[src/rtl/dmem_arbiter.sv]
`default_nettype none
// ============================================================================
// Module   : dmem_arbiter
// Purpose  : Round-robin sharing of one single-port data BRAM between two
//            requesters, one access in flight, read latency waited out.
// Revision : 1.0  initial release
// ============================================================================
module dmem_arbiter #(
    parameter int ADDR_W     = 4,
    parameter int DATA_W     = 32,
    parameter int RD_LATENCY = 1
) (
    input  logic              clk,
    input  logic              rst,
    input  logic              m0_req,
    input  logic              m0_we,
    input  logic [ADDR_W-1:0] m0_addr,
    input  logic [DATA_W-1:0] m0_wdata,
    output logic              m0_gnt,
    output logic              m0_rvalid,
    input  logic              m1_req,
    input  logic              m1_we,
    input  logic [ADDR_W-1:0] m1_addr,
    input  logic [DATA_W-1:0] m1_wdata,
    output logic              m1_gnt,
    output logic              m1_rvalid,
    output logic [DATA_W-1:0] rdata,
    output logic              busy,
    output logic              mem_en,
    output logic              mem_we,
    output logic [ADDR_W-1:0] mem_addr,
    output logic [DATA_W-1:0] mem_wdata,
    input  logic [DATA_W-1:0] mem_rdata
);

    typedef enum logic [1:0] {
        IDLE  = 2'd0,
        ISSUE = 2'd1,
        WAIT  = 2'd2,
        RESP  = 2'd3
    } state_t;

    localparam logic [1:0] c_cnt_last = 2'(RD_LATENCY - 1);

    state_t            r_state;
    state_t            w_state_nxt;
    logic [1:0]        r_cnt;
    logic [1:0]        w_cnt_nxt;
    logic              r_last_gnt;
    logic              r_owner;
    logic              r_we;
    logic [ADDR_W-1:0] r_addr;
    logic [DATA_W-1:0] r_wdata;
    logic [DATA_W-1:0] r_rdata;
    logic              w_pick;
    logic              w_latch;
    logic              w_sample;

    // A lone requester always wins; on a tie the port not served last wins.
    assign w_pick = (m0_req & m1_req) ? ~r_last_gnt : m1_req;

    always_ff @(posedge clk) begin
        if (rst) begin
            r_state <= IDLE;
            r_cnt   <= 2'd0;
        end else begin
            r_state <= w_state_nxt;
            r_cnt   <= w_cnt_nxt;
        end
    end

    always_comb begin
        w_state_nxt = r_state;
        w_cnt_nxt   = r_cnt;
        w_latch     = 1'b0;
        w_sample    = 1'b0;
        m0_gnt      = 1'b0;
        m1_gnt      = 1'b0;
        m0_rvalid   = 1'b0;
        m1_rvalid   = 1'b0;
        mem_en      = 1'b0;
        mem_we      = 1'b0;
        case (r_state)
            IDLE: begin
                if (m0_req | m1_req) begin
                    w_latch     = 1'b1;
                    w_state_nxt = ISSUE;
                end
            end
            ISSUE: begin
                mem_en = 1'b1;
                mem_we = r_we;
                m0_gnt = ~r_owner;
                m1_gnt = r_owner;
                if (r_we) begin
                    w_state_nxt = IDLE;
                end else begin
                    w_state_nxt = WAIT;
                    w_cnt_nxt   = 2'd0;
                end
            end
            WAIT: begin
                if (r_cnt == c_cnt_last) begin
                    w_sample    = 1'b1;
                    w_state_nxt = RESP;
                end else begin
                    w_cnt_nxt = r_cnt + 2'd1;
                end
            end
            RESP: begin
                m0_rvalid   = ~r_owner;
                m1_rvalid   = r_owner;
                w_state_nxt = IDLE;
            end
            default: w_state_nxt = IDLE;
        endcase
    end

    always_ff @(posedge clk) begin
        if (rst) begin
            r_last_gnt <= 1'b1;
            r_owner    <= 1'b0;
            r_we       <= 1'b0;
            r_addr     <= '0;
            r_wdata    <= '0;
            r_rdata    <= '0;
        end else begin
            if (w_latch) begin
                r_owner    <= w_pick;
                r_last_gnt <= w_pick;
                r_we       <= w_pick ? m1_we    : m0_we;
                r_addr     <= w_pick ? m1_addr  : m0_addr;
                r_wdata    <= w_pick ? m1_wdata : m0_wdata;
            end
            if (w_sample) begin
                r_rdata <= mem_rdata;
            end
        end
    end

    assign mem_addr  = r_addr;
    assign mem_wdata = r_wdata;
    assign rdata     = r_rdata;
    assign busy      = (r_state != IDLE);

endmodule
`default_nettype wire

[config.mk]
export PLATFORM = sky130hd
export DESIGN_NAME = dmem_arbiter
export DESIGN_NICKNAME = d
export VERILOG_FILES = /design/src/rtl/dmem_arbiter.sv
export SDC_FILE = /design/constraint.sdc
export NUM_CORES = 1
export LEC_CHECK = 0
export CAP_MARGIN = 20
export CORE_MARGIN = 2
export CORE_UTILIZATION = 65
export CTS_CLUSTER_DIAMETER = 60
export DETAILED_ROUTE_END_ITERATION = 12
export DONT_BUFFER_PORTS = 1
export PLACE_DENSITY = 0.92
export SKIP_LAST_GASP = 1
export SLEW_MARGIN = 30
export SYNTH_ARGS = -nofsm -noshare
export SYNTH_HDL_FRONTEND = slang
export SYNTH_SLANG_ARGS = --single-unit
[constraint.sdc]
create_clock -name clk -period 2.6 [get_ports clk]
set_input_delay 0.39 -clock clk [delete_from_list [all_inputs] [get_ports clk]]
set_output_delay 0.39 -clock clk [all_outputs]
set_load 0.03 [all_outputs]
# After elaboration in Yosys (flattened, before gate mapping)
# Cells that the tools add are included.
[word_totals]
reg_bits = 75
inputBits = 110
out_inout_bits = 75
word_cells = 47
[op_classes]
n_reduce_logical = 6
bitwise = 4
n_addsub = 1
eq_ne = 7
n_mux = 21
[op_table]
columns = ["operator", "n"]
rows = [
  ["32-bit 2-to-1 mux", 1],
  ["1-bit 2-to-1 mux", 12],
  ["2-bit 2-to-1 mux", 5],
  ["2-bit inequality test, second input constant", 4],
  ["2-bit one-hot mux with 4 select lines", 1],
  ["2-bit equality test, second input constant", 2],
  ["2-bit logical NOT", 2],
  ["4-bit 2-to-1 mux", 1],
  ["2-bit one-hot mux with 2 select lines", 1],
  ["2-bit nonzero test", 2],
  ["3-bit AND reduction", 1],
  ["2-bit by 1-bit adder with 2-bit output, second input constant", 1],
  ["2-bit by 1-bit equality test with 1-bit output, second input constant", 1],
  ["1-bit inverter", 2],
  ["2-bit AND reduction", 1],
  ["1-bit bitwise AND", 1],
  ["1-bit bitwise OR", 1],
]

# Logic depth before layout (Yosys ltp)
[logic_depth]
depth_word = 3
ltp_mapped = 7
depth_no_buf = 5

# Worst setup path before layout
# OpenSTA, ideal clock, no wires.
[synth_path]
path_kind = "register to output"
startpoint = "reg r_state[0]"
endpoint = "out m1_gnt"
slack_ns = 0.893
required_ns = 2.210
arrival_ns = 1.317
stages_incl_launch_ff = 5
n_path_buf = 1
cell_sequence = "dfxtp_1 > buf_6 > or2b_1 > inv_1 > and2_1"
[synth_between]
elab_chain_len = 2
[synth_rtl]
columns = ["element", "line_no", "text"]
rows = [
  ["start: declaration", "45", "state_t r_state;"],
  ["start signal: assignment", "67", "r_state <= w_state_nxt;"],
  ["2-bit by 1-bit equality test with 1-bit output", "83", "case (r_state)"],
  ["1-bit 2-to-1 mux", "83", ""],
  ["end: declaration", "25", "output logic m1_gnt,"],
]
# Every way passes these cells.

# Worst setup path in the final report
[layout_path]
startpoint = "reg r_state[0]"
endpoint = "out mem_we"
[layout_between]
elab_chain_len = 2
[layout_rtl]
columns = ["element", "line_no", "text"]
rows = [
  ["2-bit by 1-bit equality test with 1-bit output", "83", ""],
  ["1-bit 2-to-1 mux", "83", ""],
  ["end: declaration", "30", "output logic mem_we,"],
]
# Every way passes these cells.

==> reports/results.txt <==
Post-Route Skew = 0.01001 ns
Gr usage total = 0.2501
Worst setup path class = flop to primary output
Placed instance area = 3073 um2
Die Ht = 74.54 um
Final critical-path share of the clock period = 0.8219
Fillers = 385
Synth Register Bits = 75
Routed wire length = 7400 um
# DRC = 0
Skew-Pair Late Insertion Delay = 0.34 ns
Fmax achieved = 467.9 MHz
CP top delay family = simple AND/OR/NAND/NOR gates
Routed WL per cell = 16.70 um
Seq/Total Area, Yosys = 0.4642
P&R area growth vs syn = 0.9671%
Startpoint types = flop
Arr. time, crit path = 1.75 ns
Max-Slew Margin vs Limit = 0.4642
Clk pin slew, worst setup/hold paths = 0.07 ns
Root buf cell = clkbuf_8
Post-CTS Hold Fix Bufs = 0
DP HPWL = 5209 um
Num CTS Buffers = 9
Port Buf Inserts = 0
Final Hold Fails = 0
Peak fanout along the critical path = 11
I/O pin count = 185
Synthesized instance count = 393
Via count = 2703
Distinct cells, synth = 34
1st-pass router iterations = 5
Design area = 3266 um2
Initial antenna violation count = 0
Synthesized net count = 504
Vias in the first global route = 2489
CORE AREA = 4755 um2
Status = completed
Average size of a mapped cell = 8.230 um2
GRT busiest layer = met2
Die Width = 74.54 um
Share of layout cells above drive strength 1 = 0.09043
Min cycle time layout = 2.137 ns
Met2 Use GR = 0.4572
Worst IR Drop VDD = 511.8 uV
CTS max path bufs = 2
Critical-path top delay cell = dfxtp_1
Initial Util = 0.6803
CP required = 2.21 ns
Die footprint = 5556 um2
CTS tree = built
Dominant cells by area after synthesis = dfxtp_1, nand2_1, a21oi_1, a311oi_1, buf_6
Synth area leader = dfxtp_1
Critical path capture point type = primary output
Clk sinks = 75
RSZ-0062 raised after global routing = no
Crit path cell chain = or2b_1 -> inv_1 -> and2_1
Post-CTS setup buffers = 0
Pwr dens = 829.3 nW/um2
Grt ovf = 0
Final nets = 482
Number of diodes = 0
Antenna Nets Post-Route = 0
Max-Cap Viols = 0
Placer Congestion = 0.7464
First-pass GRT wire length = 10640 um
Largest net degree at the start of global routing = 76
Post-CTS Resized = 0
GR Util met1 = 0.2466
Pins over their slew limit = 0
Initial drt markers = 68
H-tree depth = 3
Vias/cell = 6.102
Worst slew pin tran = 0.8018 ns
Met3 usage = 0.09079
WP buf/inv = 1
Slowest stage delay, CP = 0.52 ns
Mapped Area = 3234 um2
Num rows = 25
P_leak = 0.001182 uW
Synth warn = 0
Top cell type's share of synthesized area = 0.4642
# setup viols final = 0
HP Class = input pin to flop
Setup TNS = 0 ns
-- registers in the layout (all words and copies together) (netlist names), named ones only --
name        flops
r_we            1
r_cnt           2
r_owner         1
r_last_gnt      1
rdata          32
mem_wdata      32
r_state         1
mem_addr        4
-- through the flow --
stage                     total power [uW]  utilization  hold slack [ns]  setup WS [ns]  instances
final                                 2708       0.6868           0.1255         0.4630        443
after floorplan                       1874            -           0.4571         0.8926        393
after detailed placement              1886       0.6463           0.4675         0.8153        427
after CTS                             2728       0.6868           0.1061         0.4416        443
after global placement                1866       0.6463           0.4627         0.8521        427
after global routing                  2834       0.6868           0.1030         0.3636        443
-- cell families (layout without fill, tap and decap cells) --
logic type | Yosys count | in the layout | synth area share
adders and majority gates | 1 | 1 | 0.003868
and+or+nand+nor | 160 | 160 | 0.2043
AOI/OAI and AO/OA | 115 | 115 | 0.2340
muxes | 2 | 2 | 0.006190
buffers and inverters | 40 | 23 | 0.08743
DFF | 75 | 75 | 0.4642
-- cells in the final DEF (no fill, tap or decap), drive strengths merged, types with 2 or more instances in the layout --
master  instances
a21oi          71
a311oi         37
and2            2
buf             3
clkbuf         10
clkinv          5
dfxtp          75
inv             4
mux2i           2
nand2         139
nand3b          2
nor2            7
nor3            2
o21ai           2
or2b            2
-- where the power goes --
group	switching, uW	total [uW]	internal [uW]	leakage, uW
sequential	270	1520	1250	0.000616
clock	390	850	461	0.000106
combinational	212	333	122	0.000460
total	872	2710	1840	0.00118
-- path summary, 6_finish.rpt --
kind / startpoint / depth (start not counted) / slack, ns / endpoint
worst max-delay path: r_state[0]$_SDFFE_PP0P_ / 3 / 0.46 / mem_we
worst min-delay path: rst / 1 / 0.13 / mem_wdata[10]$_SDFFE_PP0P_
worst max register to register: flop / 4 / 0.85 / mem_wdata[13]$_SDFFE_PP0P_
worst min register to register: r_cnt[0]$_SDFFE_PP0P_ / 1 / 0.52 / r_cnt[0]$_SDFFE_PP0P_
-- layout make-up --
cell class	count	area, um2	area share
Clock buffer	10	137.6	0.04215
Clock inverter	6	55.05	0.01686
Inverter	4	15.01	0.004598
Multi-Input combinational cell	278	1450	0.4441
Sequential cell	75	1501	0.4598
Tap cell	67	83.83	0.02567
Timing Repair Buffer	3	22.52	0.006897
-- cell usage after synthesis (all sizes together) --
library cell / n
a21boi: 1
nor2: 7
a21oi: 71
and3: 1
nand3: 1
o21bai: 1
dfxtp: 75
and2b: 1
a211oi: 1
clkbuf: 12
o21ai: 2
a311oi: 37
inv: 4
nor3: 2
and2: 2
nand2: 139
buf: 24
mux2i: 2
ha: 1
a21bo: 1
nor3b: 1
nand3b: 2
or2: 1
or2b: 2
and3b: 1
o21ba: 1
-- worst reg2reg max path: cells and delay by family, from the launching register on --
| family | cells | cell delay [ns] |
|---|---|---|
| AO/OA/AOI/OAI | 1 | 0.23 |
| AND/OR/NAND/NOR | 2 | 0.81 |
| buffers and inverters | 1 | 0.12 |
| flip-flops | 1 | 0.42 |
-- metal layers --
metal,up-vias,routed length (um),part of all wire
met2,142,3759,0.51
li1,1306,-,-
met1,1238,2646,0.36
met3,17,840,0.11
met4,0,153,0.021
met5,-,0,0
No activity file was read; power rests on OpenSTA's default activity.
